### config.mk
export PLATFORM = sky130hd
export DESIGN_NAME = cdb_arbiter_flat
export DESIGN_NICKNAME = d
export VERILOG_FILES = /design/src/rtl/cdb_arbiter_if.sv /design/src/rtl/cdb_arbiter.sv /design/src/flat_wrapper.sv
export SDC_FILE = /design/constraint.sdc
export NUM_CORES = 1
export LEC_CHECK = 0
export ABC_AREA = 0
export CAP_MARGIN = 20
export CELL_PAD_IN_SITES_DETAIL_PLACEMENT = 1
export CELL_PAD_IN_SITES_GLOBAL_PLACEMENT = 1
export CORE_MARGIN = 4
export CORE_UTILIZATION = 44
export DETAILED_ROUTE_END_ITERATION = 7
export GPL_ROUTABILITY_DRIVEN = 0
export PLACE_DENSITY = 0.84
export SKIP_CTS_REPAIR_TIMING = 1
export SYNTH_ARGS = -nofsm -noshare
export SYNTH_HDL_FRONTEND = slang
export SYNTH_SLANG_ARGS = --single-unit
### constraint.sdc
create_clock -name clk -period 2.7 [get_ports clk]
set_input_delay 0.54 -clock clk [delete_from_list [all_inputs] [get_ports clk]]
set_output_delay 0.54 -clock clk [all_outputs]
set_load 0.05 [all_outputs]
### src/rtl/cdb_arbiter_if.sv
// Bus bundle for the CDB arbiter: per-source result handshake plus the broadcast side.
// The master modport is the functional-unit/consumer side; the slave modport is the arbiter.
interface cdb_arbiter_if #(
  parameter int NUM_SRC = 4,
  parameter int TAG_W   = 8,
  parameter int DATA_W  = 32
);
  logic [NUM_SRC-1:0]        src_valid;
  logic [NUM_SRC*TAG_W-1:0]  src_tag;
  logic [NUM_SRC*DATA_W-1:0] src_data;
  logic [NUM_SRC-1:0]        src_ready;
  logic                      cdb_valid;
  logic [TAG_W-1:0]          cdb_tag;
  logic [DATA_W-1:0]         cdb_data;
  logic                      busy;

  modport master (
    output src_valid, src_tag, src_data,
    input  src_ready, cdb_valid, cdb_tag, cdb_data, busy
  );

  modport slave (
    input  src_valid, src_tag, src_data,
    output src_ready, cdb_valid, cdb_tag, cdb_data, busy
  );
endinterface

### src/rtl/cdb_arbiter.sv
// Common Data Bus producer: one FIFO per functional unit, round-robin drain, one broadcast per cycle.
// Define CDB_REG_OUT_EN to register the broadcast outputs (two-cycle latency instead of one).
module cdb_arbiter #(
  parameter int NUM_SRC    = 4,
  parameter int FIFO_DEPTH = 4,
  parameter int TAG_W      = 8,
  parameter int DATA_W     = 32
) (
  input  logic          clk,
  input  logic          reset,
  input  logic          en,
  cdb_arbiter_if.slave  bus
);
  localparam int PTR_W = $clog2(FIFO_DEPTH);
  localparam int CNT_W = PTR_W + 1;
  localparam int SRC_W = (NUM_SRC > 1) ? $clog2(NUM_SRC) : 1;
  localparam logic [CNT_W-1:0] FULL_CNT = CNT_W'(FIFO_DEPTH);
  localparam logic [SRC_W:0]   NSRC     = (SRC_W+1)'(NUM_SRC);
  localparam logic [SRC_W-1:0] LAST_SRC = SRC_W'(NUM_SRC - 1);

  logic [TAG_W-1:0]  tag_mem  [NUM_SRC][FIFO_DEPTH];
  logic [DATA_W-1:0] data_mem [NUM_SRC][FIFO_DEPTH];
  logic [PTR_W-1:0]  wr_ptr   [NUM_SRC];
  logic [PTR_W-1:0]  rd_ptr   [NUM_SRC];
  logic [CNT_W-1:0]  cnt      [NUM_SRC];
  logic [SRC_W-1:0]  rr_ptr;
  logic [SRC_W-1:0]  rr_next;

  logic [NUM_SRC-1:0] full;
  logic [NUM_SRC-1:0] nonempty;
  logic [NUM_SRC-1:0] ready;
  logic [NUM_SRC-1:0] push;
  logic [NUM_SRC-1:0] wr_en;
  logic [NUM_SRC-1:0] rd_en;

  logic              found;
  logic [SRC_W-1:0]  grant;
  logic [SRC_W:0]    cand;
  logic              pop;
  logic [TAG_W-1:0]  head_tag;
  logic [DATA_W-1:0] head_data;

  // Ready depends only on stored count, so a full FIFO refuses a push even while it is popped.
  always_comb begin
    full     = '0;
    nonempty = '0;
    ready    = '0;
    push     = '0;
    wr_en    = '0;
    for (int i = 0; i < NUM_SRC; i++) begin
      full[i]     = (cnt[i] == FULL_CNT);
      nonempty[i] = (cnt[i] != '0);
      ready[i]    = en && !reset && !full[i];
      push[i]     = bus.src_valid[i] && ready[i];
      wr_en[i]    = push[i] && (bus.src_tag[i*TAG_W +: TAG_W] != '0);
    end
  end

  assign bus.src_ready = ready;

  always_comb begin
    found = 1'b0;
    grant = '0;
    cand  = '0;
    for (int k = 0; k < NUM_SRC; k++) begin
      cand = {1'b0, rr_ptr} + (SRC_W+1)'(k);
      if (cand >= NSRC) cand = cand - NSRC;
      if (!found && nonempty[cand[SRC_W-1:0]]) begin
        found = 1'b1;
        grant = cand[SRC_W-1:0];
      end
    end
  end

  assign pop       = en && !reset && found;
  assign head_tag  = tag_mem[grant][rd_ptr[grant]];
  assign head_data = data_mem[grant][rd_ptr[grant]];
  assign rr_next   = (grant == LAST_SRC) ? '0 : grant + 1'b1;

  always_comb begin
    rd_en = '0;
    for (int i = 0; i < NUM_SRC; i++) begin
      rd_en[i] = pop && (grant == SRC_W'(i));
    end
  end

  always_ff @(posedge clk) begin
    if (reset) begin
      rr_ptr <= '0;
      for (int i = 0; i < NUM_SRC; i++) begin
        wr_ptr[i] <= '0;
        rd_ptr[i] <= '0;
        cnt[i]    <= '0;
      end
    end else begin
      if (pop) rr_ptr <= rr_next;
      for (int i = 0; i < NUM_SRC; i++) begin
        if (wr_en[i]) wr_ptr[i] <= wr_ptr[i] + 1'b1;
        if (rd_en[i]) rd_ptr[i] <= rd_ptr[i] + 1'b1;
        if (wr_en[i] && !rd_en[i])      cnt[i] <= cnt[i] + 1'b1;
        else if (!wr_en[i] && rd_en[i]) cnt[i] <= cnt[i] - 1'b1;
      end
    end
  end

  // Storage carries no reset; validity is tracked entirely by the pointers and counts.
  always_ff @(posedge clk) begin
    for (int i = 0; i < NUM_SRC; i++) begin
      if (wr_en[i]) begin
        tag_mem[i][wr_ptr[i]]  <= bus.src_tag[i*TAG_W +: TAG_W];
        data_mem[i][wr_ptr[i]] <= bus.src_data[i*DATA_W +: DATA_W];
      end
    end
  end

`ifdef CDB_REG_OUT_EN
  logic              out_valid;
  logic [TAG_W-1:0]  out_tag;
  logic [DATA_W-1:0] out_data;

  always_ff @(posedge clk) begin
    if (reset || !pop) begin
      out_valid <= 1'b0;
      out_tag   <= '0;
      out_data  <= '0;
    end else begin
      out_valid <= 1'b1;
      out_tag   <= head_tag;
      out_data  <= head_data;
    end
  end

  assign bus.cdb_valid = out_valid && !reset;
  assign bus.cdb_tag   = (out_valid && !reset) ? out_tag  : '0;
  assign bus.cdb_data  = (out_valid && !reset) ? out_data : '0;
  assign bus.busy      = !reset && ((|nonempty) || out_valid);
`else
  assign bus.cdb_valid = pop;
  assign bus.cdb_tag   = pop ? head_tag  : '0;
  assign bus.cdb_data  = pop ? head_data : '0;
  assign bus.busy      = !reset && (|nonempty);
`endif

endmodule

### src/flat_wrapper.sv
// flat-port wrapper written by rule: the top's interface ports become plain ports
module cdb_arbiter_flat 
#(
  parameter int NUM_SRC    = 4,
  parameter int FIFO_DEPTH = 4,
  parameter int TAG_W      = 8,
  parameter int DATA_W     = 32
)
  (clk, reset, en, bus_src_valid, bus_src_tag, bus_src_data, bus_src_ready, bus_cdb_valid, bus_cdb_tag, bus_cdb_data, bus_busy);
  cdb_arbiter_if #(.NUM_SRC(NUM_SRC), .TAG_W(TAG_W), .DATA_W(DATA_W)) bus_i ();
  input  logic clk;
  input  logic reset;
  input  logic en;
  input wire logic [$bits(bus_i.src_valid)-1:0] bus_src_valid;
  input wire logic [$bits(bus_i.src_tag)-1:0] bus_src_tag;
  input wire logic [$bits(bus_i.src_data)-1:0] bus_src_data;
  output wire logic [$bits(bus_i.src_ready)-1:0] bus_src_ready;
  output wire logic [$bits(bus_i.cdb_valid)-1:0] bus_cdb_valid;
  output wire logic [$bits(bus_i.cdb_tag)-1:0] bus_cdb_tag;
  output wire logic [$bits(bus_i.cdb_data)-1:0] bus_cdb_data;
  output wire logic [$bits(bus_i.busy)-1:0] bus_busy;
  assign bus_i.src_valid = bus_src_valid;
  assign bus_i.src_tag = bus_src_tag;
  assign bus_i.src_data = bus_src_data;
  assign bus_src_ready = bus_i.src_ready;
  assign bus_cdb_valid = bus_i.cdb_valid;
  assign bus_cdb_tag = bus_i.cdb_tag;
  assign bus_cdb_data = bus_i.cdb_data;
  assign bus_busy = bus_i.busy;
  cdb_arbiter #(.NUM_SRC(NUM_SRC), .FIFO_DEPTH(FIFO_DEPTH), .TAG_W(TAG_W), .DATA_W(DATA_W)) u_core (.clk(clk), .reset(reset), .en(en), .bus(bus_i));
endmodule
---- Word-level counts from Yosys, hierarchy flattened ----
Memories as Yosys holds them, arrays and structs flattened.
Cells that the tools add are included.
W data, S select, Z words.
storage, ports and cells
  register bits ........................... 2
  RAM bits ................................ 668
  input bits .............................. 167
  output and inout bits ................... 46
  memories kept ........................... 5
memories
  name             words  bits a word  read ports  clocked after memory_dff  write ports  line               text
  u_core.data_mem  4      128          1           0                         4            cdb_arbiter.sv:22  logic [DATA_W-1:0] data_mem [NUM_SRC][FIFO_DEPTH];
  u_core.tag_mem   4      32           1           0                         4            cdb_arbiter.sv:21  logic [TAG_W-1:0] tag_mem [NUM_SRC][FIFO_DEPTH];
  u_core.cnt       4      3            4           0                         4            cdb_arbiter.sv:25  logic [CNT_W-1:0] cnt [NUM_SRC];
  u_core.rd_ptr    4      2            5           0                         4            cdb_arbiter.sv:24  logic [PTR_W-1:0] rd_ptr [NUM_SRC];
  u_core.wr_ptr    4      2            4           0                         4            cdb_arbiter.sv:23  logic [PTR_W-1:0] wr_ptr [NUM_SRC];
cells by class
  add/sub/neg operators ................... 24
  order comparisons ....................... 17
  equal/unequal tests ..................... 7
  multiplexer cells ....................... 123
  bitwise gates (word level) .............. 21
  reduce and logical (&&, ||, !) cells .... 60
operators by type and width
  operator               count
  $mux W128              4
  $mux W32               11
  $demux W32 S2          4
  $bmux W32 S2           1
  $demux W8 S2           4
  $mux W1                62
  $mux W8                7
  $logic_and A1 B1 Y1    34
  $mux W2                17
  $reduce_bool A8 Y1     4
  $ge A3 B3 Y1 const B   8
  $mux W3                8
  $add A2 B1 Y2 const B  9
  $bmux W8 S2            1
  $logic_not A1 Y1       16
  $or A1 B1 Y1           16
  $not A2 Y3             5
  $add A3 B1 Y3 const B  4
  $eq A3 B3 Y1 const B   4
  $lt A2 B3 Y1 const B   4
  $lt A3 B1 Y1 const B   4
  $reduce_bool A3 Y1     4
  $sub A3 B1 Y3 const B  4
  $bmux W1 S2            4
  8 further kinds        13

---- Depth between registers and ports, before layout ----
  depth after elaboration ................. 23
  gate-level depth with buffers ........... 14
  gate-level depth less buffers ........... 12

---- Worst setup path after synthesis ----
Ideal clock, no wire load.
  kind .................................... input -> register
  start point ............................. in reset
  end point ............................... mem u_core.data_mem[2][0] in the netlist's numbering, enable pin
  library setup time ...................... 0.401 ns
  data arrival time ....................... 3.114 ns
  slack ................................... -0.815 ns
  stages on the path ...................... 5
  path buffers ............................ 1
  cell sequence ........................... nand2b_1 -> a31oi_1 -> and3_1 -> clkbuf_1 -> and2_1
RTL lines
  item         line                text
  from (decl)  flat_wrapper.sv:12  input logic reset;
  to (decl)    cdb_arbiter.sv:22

==> results.py <==
metrics = {
    "clock_network": {
        "clockRootBuffer": "clkbuf_16",
        "numClockSinks": 670,
        "htreeDepth": 3,
        "cts_tree": "done",
        "ctsLongestPathBuffers": 3,
        "cts.clk_slew.worst_paths_ns": 0.06,
        "cts_buffers": 72,
        "clkLatencyLatePin_ns": 0.64,
    },
    "detailed_routing": {
        "ant_nets": 0,
        "drtIter0Drc": 2540,
        "totalWireLength_um": 105700,
        "viasPerCell": 6.398,
        "drt_drc_violations_left": 0,
        "drt_first_pass_iters": 5,
        "num_vias": 20060,
        "avgRoutedWirePerCell_um": 33.70,
    },
    "logic_synthesis": {
        "syn_nets": 2088,
        "synth_area_leaders": "edfxtp_1, nand2_1, a32oi_1",
        "synth_fa_ha_area_frac": 0.01150,
        "synth_area_per_cell_um2": 14.21,
        "synth_cell_types": 45,
        "synth_top_family_by_area": "compound AO/OA/AOI/OAI gates",
        "ys.flop_type": "edfxtp_1",
        "yosysSeqAreaShare": 0.7452,
        "synth_mux_area_frac": 0.03085,
        "yosys.area_share.simple": 0.08657,
        "synth_top_area_share": 0.7437,
        "synth_edf_count": 668,
        "ys_warn_count": 0,
        "synth_compound_area_frac": 0.09737,
        "syn_inst": 1898,
        "syn_area_mm2": 0.02697,
        "synth_seq_cells": 670,
        "synth_top_area_cell": "edfxtp_1",
        "async_reset_ff_frac": 0,
        "synth_xor_area_frac": 0.002923,
    },
    "setup_path": {
        "cp.arrival_ns": 3.84,
        "setup.worst_path.class": "flip-flop to output pin",
        "critPathLaunchType": "flip-flop",
        "cp-end-kind": "output pin",
        "worstPathMaxFanout": 24,
        "critical_path_required_ns": 2.16,
    },
    "grt": {
        "grt_usage": 0.2772,
        "gr-total-overflow": 0,
        "antenna_found_initial": 6,
        "grt_max_degree": 81,
        "grt_pass1_wl_um": 135000,
        "grt_pass1_vias": 20540,
    },
    "status": {
        "violations": "negative setup slack",
        "status": "finished with violations",
    },
    "placement": {
        "io_buffers": 212,
        "dp_hpwl_um": 58160,
    },
    "sta": {
        "maxSlewViolCount": 0,
        "fin_ws_ns": -1.682,
        "hold_viol": 0,
        "setup_tns_ns": -68.96,
        "min_period_ns": 4.382,
        "rsz0062_at_grt": "yes",
        "tightest_slew_ns": 0.5642,
        "fmax_mhz": 228.2,
        "final-setup-viol-count": 61,
        "slew-limit-headroom": 0.6186,
        "fin_hold_ws_ns": 0.5548,
        "clock_skew_ns": 0.04605,
        "timing.final.crit_share": 1.623,
    },
    "final_layout": {
        "final_nets": 2480,
        "syn_to_final_growth_pct": 34.08,
        "multi_input_area_mm2": 0.007067,
        "layout_common_cells": "edfxtp_1, nand2_1, clkdlybuf4s50_1, a21oi_1, a32oi_1",
        "layout_commonest_cell": "edfxtp_1",
        "seqCellArea_mm2": 0.02010,
        "fill_cells": 5524,
        "drive_gt1_frac": 0.2125,
    },
    "pwr": {
        "power.leakage_nw": 12.73,
        "vdd_drop_max_mv": 0.4664,
        "power_density_mw_per_mm2": 908.2,
    },
    "die": {
        "die_w_um": 255.6,
        "initial_core_util": 0.4460,
        "die_area_mm2": 0.06532,
        "pin_count": 213,
        "die_y_um": 255.6,
        "core_mm2": 0.06047,
        "num_rows": 90,
    },
    "worst_hold_path": {
        "min_path_type": "primary input to flip-flop",
    },
    "job": {
        "drv_cap": 0,
    },
}
## flip-flops by register name (all words and copies together) (netlist names)
name	count
u_core.cnt	12
u_core.data_mem	512
u_core.rd_ptr	8
u_core.rr_ptr	2
u_core.tag_mem	128
u_core.wr_ptr	8
## worst max-delay path, stage by stage (launching register included)
cell	delay, ns
edfxtp_1	0.45
or3_4	0.46
a211oi_4	0.33
o21ai_4	0.15
buf_4	0.18
inv_8	0.07
buf_8	0.18
buf_12	0.19
a21oi_1	0.12
a32oi_1	0.33
mux2i_1	0.27
o22ai_4	0.30
buf_12	0.17
## logic make-up (layout without fill, tap and decap cells)
| logic type | after synthesis | in the layout |
|---|---|---|
| multiplexers | 83 | 83 |
| AO/OA/AOI/OAI | 385 | 385 |
| buffers and inverters | 151 | 601 |
| flip-flops | 670 | 670 |
| XOR/XNOR | 9 | 9 |
| AND/OR/NAND/NOR | 577 | 577 |
| adder cells (fa/ha/maj) | 23 | 23 |
| other | 0 | 6 |
## cells in the mapped netlist (all sizes together), types with 2 or more instances
library cell    n
mux2i          82
o22ai          40
nand2         491
fa              3
or3             3
a21boi          2
o21ai           6
or2             6
dfxtp           2
xor2            2
and2           24
nand3b          2
a32oi         160
a31oi           3
nand2b          9
and3            4
nor2           20
ha             20
nor3            2
xnor2           7
a211oi          2
clkbuf         77
nor4            8
o221ai          3
nand3           7
a21oi         164
edfxtp        668
inv            19
buf            54
## layer usage
metal  GRT usage  share of wire  vias up
li1            -              -     7995
met1      0.3364           0.36    10160
met2      0.4798           0.50     1518
met3     0.06352          0.091      387
met4      0.1172          0.055        0
met5           0              0        -
## area by class of cell
class,instances,area share
multi-input combinational,1077,0.1954
timing repair buffer,449,0.1572
clock inverter,42,0.008961
inverter,20,0.002284
clock buffer,90,0.05287
sequential,670,0.5558
tap,782,0.02706
antenna,6,0.0004152
## stage by stage
stage / power (mW) / setup WS, ns / utilization / cells / instance area, um^2
6_report: 32.84 / -1.682 / 0.5980 / 3136 / 36160
3_5_place_dp: 21.51 / -0.9535 / 0.5441 / 2964 / 32900
3_3_place_gp: 20.98 / -0.6993 / 0.5441 / 2964 / 32900
5_1_grt: 33.74 / -1.685 / 0.5980 / 3136 / 36160
4_1_cts: 31.17 / -1.783 / 0.5811 / 3096 / 35140
2_1_floorplan: 17.65 / -0.5116 / - / 1898 / 27580
## where the power goes
group	internal (mW)	total, mW	switching [mW]
clock network	5.36	9.76	4.40
logic	4.68	11.3	6.65
registers	11.6	11.7	0.104
total	21.7	32.8	11.2
## path summary, 6_finish.rpt
| check | start | to | cells past startpoint | slack, ns |
|---|---|---|---|---|
| worst min-delay path | bus_src_data[0] | u_core.data_mem[0][64] | 1 | 0.55 |
| worst max register to register | u_core.cnt[0][1] | u_core.cnt[2][2] | 12 | -0.46 |
| worst max-delay path | u_core.cnt[0][1] | bus_cdb_data[7] | 12 | -1.68 |
| worst min register to register | u_core.rd_ptr[3][0] | u_core.rd_ptr[3][0] | 1 | 0.65 |
No activity file was read; power rests on OpenSTA's default activity.
